### src/rtl/tx_mac_ifm_packer_pkg.sv
// ---------------------------------------------------------------------------
// tx_mac_ifm_packer_pkg
// Shared constants and payload type for the IFM packer that feeds the MAC
// array IFM port.
//   TX_MAC_W_ELEMENT    : element width in bits
//   TX_MAC_LANES        : elements per MAC IFM transaction
//   TX_MAC_IFM_IN_LANES : elements per fetch-side input beat
//   TX_MAC_IFM_BEATS    : input beats per full transaction
//   tx_mac_ifm_port_t   : MAC IFM transaction (data, per-lane valid, tags)
// ---------------------------------------------------------------------------
package tx_mac_ifm_packer_pkg;

    localparam int TX_MAC_W_ELEMENT    = 9;
    localparam int TX_MAC_LANES        = 64;
    localparam int TX_MAC_IFM_IN_LANES = 16;
    localparam int TX_MAC_IFM_BEATS    = TX_MAC_LANES / TX_MAC_IFM_IN_LANES;

    // Field order here is also the bit order of the packed FIFO payload.
    typedef struct packed {
        logic [TX_MAC_LANES*TX_MAC_W_ELEMENT-1:0] data;
        logic [TX_MAC_LANES-1:0]                  data_element_valid;
        logic                                     inter_end;
        logic                                     accum_end;
    } tx_mac_ifm_port_t;

    // Width of one packed transaction for arbitrary lane count / element width.
    function automatic int ifm_port_width(input int elem_w, input int lanes);
        return lanes * elem_w + lanes + 2;
    endfunction

endpackage

### src/rtl/tx_mac_ifm_packer_if.sv
// ---------------------------------------------------------------------------
// tx_mac_ifm_packer_if
// Bundles the fetch-side beat handshake and the MAC-side transaction
// handshake of the IFM packer.
//   master : fetch path / MAC side (drives i_*, o_ready)
//   slave  : the packer (drives i_ready, o_*)
// ---------------------------------------------------------------------------
interface tx_mac_ifm_packer_if #(
    parameter int ELEM_W   = 9,
    parameter int LANES    = 64,
    parameter int IN_LANES = 16,
    parameter int DEPTH    = 2
);
    logic                          i_valid;
    logic                          i_ready;
    logic [IN_LANES*ELEM_W-1:0]    i_data;
    logic [IN_LANES-1:0]           i_elem_valid;
    logic                          i_inter_end;
    logic                          i_accum_end;

    logic                          o_valid;
    logic                          o_ready;
    logic [LANES*ELEM_W-1:0]       o_data;
    logic [LANES-1:0]              o_elem_valid;
    logic                          o_inter_end;
    logic                          o_accum_end;
    logic                          o_partial;
    logic [$clog2(DEPTH+1)-1:0]    o_fifo_count;

    modport master (
        output i_valid, i_data, i_elem_valid, i_inter_end, i_accum_end, o_ready,
        input  i_ready, o_valid, o_data, o_elem_valid, o_inter_end, o_accum_end,
               o_partial, o_fifo_count
    );

    modport slave (
        input  i_valid, i_data, i_elem_valid, i_inter_end, i_accum_end, o_ready,
        output i_ready, o_valid, o_data, o_elem_valid, o_inter_end, o_accum_end,
               o_partial, o_fifo_count
    );
endinterface

### src/rtl/tx_sync_fifo.sv
// ---------------------------------------------------------------------------
// tx_sync_fifo
// Small single-clock FIFO. Head data and occupancy come straight from
// registers, so nothing on the read side depends combinationally on push/pop.
//   clk, rst   : clock, asynchronous active-high reset
//   push       : write push_data (ignored when full)
//   pop        : drop head entry (ignored when empty)
//   head_data  : current head entry
//   head_valid : FIFO not empty
//   count      : occupancy 0..DEPTH
// ---------------------------------------------------------------------------
module tx_sync_fifo #(
    parameter int WIDTH = 8,
    parameter int DEPTH = 2
) (
    input  logic                        clk,
    input  logic                        rst,
    input  logic                        push,
    input  logic [WIDTH-1:0]            push_data,
    input  logic                        pop,
    output logic [WIDTH-1:0]            head_data,
    output logic                        head_valid,
    output logic [$clog2(DEPTH+1)-1:0]  count
);
    localparam int PTR_W = (DEPTH > 1) ? $clog2(DEPTH) : 1;
    localparam int CNT_W = $clog2(DEPTH + 1);
    localparam logic [PTR_W-1:0] LAST_SLOT = PTR_W'(DEPTH - 1);

    logic [WIDTH-1:0] mem_reg [DEPTH];
    logic [PTR_W-1:0] wr_ptr_reg;
    logic [PTR_W-1:0] rd_ptr_reg;
    logic [CNT_W-1:0] count_reg;
    logic             push_ok;
    logic             pop_ok;

    function automatic logic [PTR_W-1:0] ptr_inc(input logic [PTR_W-1:0] p);
        return (p == LAST_SLOT) ? '0 : p + 1'b1;
    endfunction

    assign push_ok = push && (count_reg < CNT_W'(DEPTH));
    assign pop_ok  = pop && (count_reg != '0);

    always_ff @(posedge clk or posedge rst) begin
        if (rst) begin
            wr_ptr_reg <= '0;
            rd_ptr_reg <= '0;
            count_reg  <= '0;
            for (int i = 0; i < DEPTH; i++) begin
                mem_reg[i] <= '0;
            end
        end else begin
            if (push_ok) begin
                mem_reg[wr_ptr_reg] <= push_data;
                wr_ptr_reg          <= ptr_inc(wr_ptr_reg);
            end
            if (pop_ok) begin
                rd_ptr_reg <= ptr_inc(rd_ptr_reg);
            end
            case ({push_ok, pop_ok})
                2'b10:   count_reg <= count_reg + 1'b1;
                2'b01:   count_reg <= count_reg - 1'b1;
                default: count_reg <= count_reg;
            endcase
        end
    end

    assign head_data  = mem_reg[rd_ptr_reg];
    assign head_valid = (count_reg != '0);
    assign count      = count_reg;

endmodule

### src/rtl/tx_mac_ifm_packer.sv
// ---------------------------------------------------------------------------
// tx_mac_ifm_packer
// Packs IN_LANES-wide IFM beats into LANES-wide MAC IFM transactions and
// buffers finished transactions in a DEPTH-entry FIFO.
//   clk, rst : clock, asynchronous active-high reset
//   bus      : slave side of tx_mac_ifm_packer_if
//              i_valid/i_ready/i_data/i_elem_valid/i_inter_end/i_accum_end
//              o_valid/o_ready/o_data/o_elem_valid/o_inter_end/o_accum_end
//              o_partial (open assembly), o_fifo_count (FIFO occupancy)
// A transaction closes on the last slot, on inter_end or on accum_end;
// accum_end alone also implies inter_end on the output.
// ---------------------------------------------------------------------------
module tx_mac_ifm_packer
    import tx_mac_ifm_packer_pkg::*;
#(
    parameter int ELEM_W   = TX_MAC_W_ELEMENT,
    parameter int LANES    = TX_MAC_LANES,
    parameter int IN_LANES = TX_MAC_IFM_IN_LANES,
    parameter int DEPTH    = 2
) (
    input  logic                clk,
    input  logic                rst,
    tx_mac_ifm_packer_if.slave  bus
);
    localparam int BEATS     = LANES / IN_LANES;
    localparam int PTR_W     = (BEATS > 1) ? $clog2(BEATS) : 1;
    localparam int SLOT_W    = IN_LANES * ELEM_W;
    localparam int PAYLOAD_W = ifm_port_width(ELEM_W, LANES);
    localparam int CNT_W     = $clog2(DEPTH + 1);
    localparam logic [PTR_W-1:0] LAST_PTR = PTR_W'(BEATS - 1);

    logic [PTR_W-1:0]        ptr_reg, ptr_next;
    logic                    partial_reg, partial_next;
    logic [LANES*ELEM_W-1:0] asm_data_reg, asm_data_next;
    logic [LANES-1:0]        asm_ev_reg, asm_ev_next;
    logic [SLOT_W-1:0]       beat_data_masked;
    logic                    accept;
    logic                    close_beat;
    logic                    tag_inter;
    logic                    fifo_valid;
    logic                    fifo_pop;
    logic [CNT_W-1:0]        fifo_count;
    logic [PAYLOAD_W-1:0]    push_payload;
    logic [PAYLOAD_W-1:0]    head_payload;

    // i_ready depends only on the registered FIFO count, never on o_ready.
    assign bus.i_ready = (fifo_count < CNT_W'(DEPTH));
    assign accept      = bus.i_valid && bus.i_ready;
    assign close_beat  = accept && ((ptr_reg == LAST_PTR) || bus.i_inter_end || bus.i_accum_end);
    assign tag_inter   = bus.i_inter_end || bus.i_accum_end;

    // Invalid elements are stored as zero so they never carry stale data.
    generate
        for (genvar gi = 0; gi < IN_LANES; gi++) begin : g_mask
            assign beat_data_masked[gi*ELEM_W +: ELEM_W] =
                bus.i_elem_valid[gi] ? bus.i_data[gi*ELEM_W +: ELEM_W] : '0;
        end
    endgenerate

    // Next assembly image: the addressed slot takes the beat; the first beat
    // of a transaction wipes every other slot, later beats keep them.
    generate
        for (genvar gi = 0; gi < BEATS; gi++) begin : g_slot
            logic slot_sel;
            logic first_beat;
            assign slot_sel   = (ptr_reg == PTR_W'(gi));
            assign first_beat = (ptr_reg == '0);
            assign asm_data_next[gi*SLOT_W +: SLOT_W] =
                slot_sel   ? beat_data_masked :
                first_beat ? '0 : asm_data_reg[gi*SLOT_W +: SLOT_W];
            assign asm_ev_next[gi*IN_LANES +: IN_LANES] =
                slot_sel   ? bus.i_elem_valid :
                first_beat ? '0 : asm_ev_reg[gi*IN_LANES +: IN_LANES];
        end
    endgenerate

    always_comb begin
        ptr_next     = ptr_reg;
        partial_next = partial_reg;
        if (close_beat) begin
            ptr_next     = '0;
            partial_next = 1'b0;
        end else if (accept) begin
            ptr_next     = ptr_reg + 1'b1;
            partial_next = 1'b1;
        end
    end

    always_ff @(posedge clk or posedge rst) begin
        if (rst) begin
            ptr_reg      <= '0;
            partial_reg  <= 1'b0;
            asm_data_reg <= '0;
            asm_ev_reg   <= '0;
        end else begin
            ptr_reg     <= ptr_next;
            partial_reg <= partial_next;
            if (accept) begin
                asm_data_reg <= asm_data_next;
                asm_ev_reg   <= asm_ev_next;
            end
        end
    end

    // Same bit order as tx_mac_ifm_port_t.
    assign push_payload = {asm_data_next, asm_ev_next, tag_inter, bus.i_accum_end};
    assign fifo_pop     = fifo_valid && bus.o_ready;

    tx_sync_fifo #(
        .WIDTH (PAYLOAD_W),
        .DEPTH (DEPTH)
    ) u_fifo (
        .clk        (clk),
        .rst        (rst),
        .push       (close_beat),
        .push_data  (push_payload),
        .pop        (fifo_pop),
        .head_data  (head_payload),
        .head_valid (fifo_valid),
        .count      (fifo_count)
    );

    assign bus.o_valid = fifo_valid;
    assign {bus.o_data, bus.o_elem_valid, bus.o_inter_end, bus.o_accum_end} = head_payload;
    assign bus.o_partial    = partial_reg;
    assign bus.o_fifo_count = fifo_count;

endmodule

### src/flat_wrapper.sv
// flat-port wrapper written by rule: the top's interface ports become plain ports
module tx_mac_ifm_packer_flat import tx_mac_ifm_packer_pkg::*;
#(
    parameter int ELEM_W   = TX_MAC_W_ELEMENT,
    parameter int LANES    = TX_MAC_LANES,
    parameter int IN_LANES = TX_MAC_IFM_IN_LANES,
    parameter int DEPTH    = 2
)
  (clk, rst, bus_i_valid, bus_i_data, bus_i_elem_valid, bus_i_inter_end, bus_i_accum_end, bus_o_ready, bus_i_ready, bus_o_valid, bus_o_data, bus_o_elem_valid, bus_o_inter_end, bus_o_accum_end, bus_o_partial, bus_o_fifo_count);
  tx_mac_ifm_packer_if #(.ELEM_W(ELEM_W), .LANES(LANES), .IN_LANES(IN_LANES), .DEPTH(DEPTH)) bus_i ();
  input  logic clk;
  input  logic rst;
  input wire logic [$bits(bus_i.i_valid)-1:0] bus_i_valid;
  input wire logic [$bits(bus_i.i_data)-1:0] bus_i_data;
  input wire logic [$bits(bus_i.i_elem_valid)-1:0] bus_i_elem_valid;
  input wire logic [$bits(bus_i.i_inter_end)-1:0] bus_i_inter_end;
  input wire logic [$bits(bus_i.i_accum_end)-1:0] bus_i_accum_end;
  input wire logic [$bits(bus_i.o_ready)-1:0] bus_o_ready;
  output wire logic [$bits(bus_i.i_ready)-1:0] bus_i_ready;
  output wire logic [$bits(bus_i.o_valid)-1:0] bus_o_valid;
  output wire logic [$bits(bus_i.o_data)-1:0] bus_o_data;
  output wire logic [$bits(bus_i.o_elem_valid)-1:0] bus_o_elem_valid;
  output wire logic [$bits(bus_i.o_inter_end)-1:0] bus_o_inter_end;
  output wire logic [$bits(bus_i.o_accum_end)-1:0] bus_o_accum_end;
  output wire logic [$bits(bus_i.o_partial)-1:0] bus_o_partial;
  output wire logic [$bits(bus_i.o_fifo_count)-1:0] bus_o_fifo_count;
  assign bus_i.i_valid = bus_i_valid;
  assign bus_i.i_data = bus_i_data;
  assign bus_i.i_elem_valid = bus_i_elem_valid;
  assign bus_i.i_inter_end = bus_i_inter_end;
  assign bus_i.i_accum_end = bus_i_accum_end;
  assign bus_i.o_ready = bus_o_ready;
  assign bus_i_ready = bus_i.i_ready;
  assign bus_o_valid = bus_i.o_valid;
  assign bus_o_data = bus_i.o_data;
  assign bus_o_elem_valid = bus_i.o_elem_valid;
  assign bus_o_inter_end = bus_i.o_inter_end;
  assign bus_o_accum_end = bus_i.o_accum_end;
  assign bus_o_partial = bus_i.o_partial;
  assign bus_o_fifo_count = bus_i.o_fifo_count;
  tx_mac_ifm_packer #(.ELEM_W(ELEM_W), .LANES(LANES), .IN_LANES(IN_LANES), .DEPTH(DEPTH)) u_core (.clk(clk), .rst(rst), .bus(bus_i));
endmodule
### config.mk
export PLATFORM = sky130hd
export DESIGN_NAME = tx_mac_ifm_packer_flat
export DESIGN_NICKNAME = d
export VERILOG_FILES = /design/src/rtl/tx_mac_ifm_packer_pkg.sv /design/src/rtl/tx_mac_ifm_packer_if.sv /design/src/rtl/tx_sync_fifo.sv /design/src/rtl/tx_mac_ifm_packer.sv /design/src/flat_wrapper.sv
export SDC_FILE = /design/constraint.sdc
export NUM_CORES = 2
export LEC_CHECK = 0
export BUFFER_PORTS_ARGS = -buffer_cell sky130_fd_sc_hd__buf_4
export CAP_MARGIN = 0
export CORE_UTILIZATION = 29
export CTS_BUF_LIST = sky130_fd_sc_hd__clkbuf_16
export DETAILED_ROUTE_END_ITERATION = 16
export PLACE_DENSITY = 0.44
export SYNTH_ARGS = -nofsm -noshare
export SYNTH_HDL_FRONTEND = slang
export SYNTH_SLANG_ARGS = --single-unit
### constraint.sdc
create_clock -name clk -period 83.6 [get_ports clk]
set_clock_uncertainty 0.15 [all_clocks]
set_input_delay 8.36 -clock clk [delete_from_list [all_inputs] [get_ports clk]]
set_output_delay 8.36 -clock clk [all_outputs]
set_load 0.02 [all_outputs]
==> metrics.md <==
| Metric | Value |
|---|---|
| Final setup viols | 0 |
| Die width | 550.8 um |
| Clk root buf | clkbuf_16 |
| Post-Syn Area per Cell | 13.87 um^2 |
| Synth Area in Compound Gates | 7.587% |
| Post-DR wirelength/cell | 25.65 um |
| CTS-repair resized insts | 0 |
| Final Cell Area | 103,400 um^2 |
| CTS tree | done |
| Area delta synth->final | 18.39% |
| Full die area | 303,400 um^2 |
| Later-pin clock latency in the skew report | 0.90 ns |
| Row count | 201 |
| Area after DPL | 96,520 um^2 |
| Remaining Overflow, GRT | 0 |
| I/O pin count | 813 |
| Crit-path cells | buf_4 > buf_12 > buf_4 > mux2_2 > buf_4 |
| Fillers | 29,320 |
| Pin count of the biggest net entering global routing | 172 |
| Status | completed |
| XOR/XNOR Fraction of Synth Area | 0.05014% |
| Fmax | 0.07230 GHz |
| Synthesized Nets | 6,470 |
| Period utilisation layout | 16.54% |
| Starting Density | 29.14% |
| Routed via count | 55,040 |
| CTS Buffer Depth | 4 |
| Post-synthesis register bit count | 1,931 |
| Ys async rst share | 100.0% |
| Post-Syn Instances | 6,299 |
| Distinct cell type count after synthesis | 28 |
| Antenna violations before repair | 13 |
| Simple-gate share of the synthesized area | 2.245% |
| DRC | 0 |
| Vias/cell | 4.988 |
| Max reg flops | 1,284 |
| Final hold viol count | 0 |
| Synthesized area | 87,340 um^2 |
| Slew headroom | 20.80% |
| WP data arrival | 5.32 ns |
| Worst vdd ir | 44.38 uV |
| GPL Wtd Cong | 0.7234 |
| Nets | 7,063 |
| Fin Setup TNS | 0 ns |
| Worst Setup SP | u_core.u_fifo.rd_ptr_reg |
| HPWL Detailed | 169,400 um |
| Post CTS Setup Buffer Count | 0 |
| H-tree depth | 4 |
| Drt total wl | 283,100 um |
| RSZ-0062 raised after global routing | false |
| Minimum clock period | 13.83 ns |
| Clock Pin Slew Worst Setup and Hold Paths | 0.06 ns |
| Global-route wire length before repair | 414,300 um |
| Sink Count | 1,931 |
| Max incr delay on CP | 1.08 ns |
| Setup crit start kind | flip-flop |
| Syn. warnings | 0 |
| Max cap viols | 0 |
| GR Util All Layers | 18.28% |
| Adder-Cell Fraction of Synth Area | 0.07163% |
| WP data required | 75.09 ns |
| R2r startpoint | u_core.ptr_reg[0] |
| Multiplexer share of the synthesized area | 30.81% |
| Critical path peak fanout | 113 |
| Critical-path top delay cell | dfrtp_4 |
| Combinational family with the most area after synthesis | multiplexers |
| Crit. End Element | output port |
| DRT iter0 DRCs | 3,046 |
| PwrDens | 35.30 nW/um^2 |
| Register area share after synthesis | 55.32% |
| Finished Layout Cells | 11,040 |
| Cells after DPL | 10,620 |
| Pleak | 50.65 nW |
| Most used DFF post-synth | dfrtp_1 |
| Core Footprint | 299,800 um^2 |
| Die Y-Extent | 550.8 um |
| Final slew viol count | 0 |
| EDFF count, synth | 0 |
| Detail Route Antenna Nets | 0 |
| Hold Crit Class | flip-flop to flip-flop |
| Via count of the first global-routing pass | 57,690 |
| Layout cells sized above 1 | 42.67% |
| Worst-Margin Slew | 1.188 ns |
| Power, Total | 3.651 mW |
| Crit path kind | flip-flop to output port |
| Hold Startpoint | u_core.asm_data_reg[140] |
| Most used cell, CP | buf_4 |
| Total CTS buffers | 225 |
| CTS Hold Bufs | 0 |
| Drt first pass iters | 5 |
| IO buf count | 812 |
routing by layer:
metal / vias up / track usage (%) / routed length, um
li1: 24300 / - / -
met1: 29240 / 25.49 / 131300
met2: 1188 / 28.96 / 130100
met3: 307 / 4.016 / 16260
met4: 8 / 3.853 / 5398
met5: - / 0 / 55
synth_stat cells (all sizes together) (5+ instances only):
cell    instances  area [um^2]
inv           148        555.5
clkbuf        229        859.6
ha              5        62.56
o21ai         296         1481
mux2         2390        26910
buf           312         2001
nand3         149        750.7
a32o          430         4304
dfrtp        1931        48320
nand2         290         1089
a22o           96        840.8
worst paths after layout:
| check | to | slack [ns] | cells after the start |
|---|---|---|---|
| max in group asynchronous | u_core.asm_data_reg[375] | 70.14 | 8 |
| min in group asynchronous | u_core.u_fifo.mem_reg[857] | 7.52 | 2 |
| max | bus_o_data[107] | 69.77 | 5 |
| min | u_core.asm_data_reg[140] | 0.33 | 2 |
| max reg2reg | u_core.u_fifo.mem_reg[1228] | 76.89 | 9 |
| min reg2reg | u_core.asm_data_reg[140] | 0.33 | 2 |
through the flow:
step / util (%) / hold slack [ns] / worst slack, ns
6_report: 34.49 / 0.3267 / 69.77
5_1_grt: 34.49 / 0.3424 / 69.28
4_1_cts: 34.49 / 0.3328 / 69.67
3_5_place_dp: 32.20 / 0.3197 / 68.94
3_3_place_gp: 32.20 / 0.3114 / 69.14
2_1_floorplan: - / 0.2998 / 20.56
worst max-delay path: cells and delay by family (launching register included):
kind | cells | cell delay (ns)
buf+inv | 4 | 2.36
flops | 1 | 1.08
mux | 1 | 0.46
cells in the final DEF, fill, tap and decap left out, types with 6 or more instances in the layout:
| master | netlist | final |
|---|---|---|
| clkinv_16 | 0 | 6 |
| clkinv_1 | 0 | 58 |
| dfrtp_1 | 1931 | 1930 |
| nand3_1 | 148 | 148 |
| clkinv_2 | 0 | 42 |
| mux2_1 | 590 | 590 |
| bufinv_16 | 0 | 9 |
| inv_1 | 148 | 204 |
| mux2_2 | 1800 | 1800 |
| clkbuf_16 | 0 | 227 |
| o21ai_0 | 293 | 293 |
| nand2_1 | 290 | 290 |
| a22o_1 | 96 | 96 |
| a32o_1 | 430 | 430 |
| buf_12 | 0 | 12 |
| buf_4 | 57 | 895 |
logic make-up after synthesis:
kind of cell | Yosys count
flip-flops | 1931
XOR/XNOR | 5
AO/OA/AOI/OAI | 822
multiplexers | 2390
AND/OR/NAND/NOR | 457
adder cells (fa/ha/maj) | 5
buffers and inverters | 689
power breakdown:
part	switching (mW)	leakage, nW	internal (mW)	total [mW]
logic	0.854	20.8	0.551	1.40
registers	0.126	26.3	1.19	1.31
clock network	0.412	3.59	0.518	0.931
total	1.39	50.7	2.26	3.65
cell type report:
class	instances	area, um^2	share of cell area, %
diodes	4	10.01	0.009680
clock buffers	227	5680	5.493
clock inverters	181	1194	1.154
inverters	148	563.0	0.5445
multi-input cells	3679	35720	34.55
flip-flops and latches	1931	48330	46.73
well taps	3958	4952	4.789
repair buffers	907	6959	6.730
(Power assumes the default switching activity.)
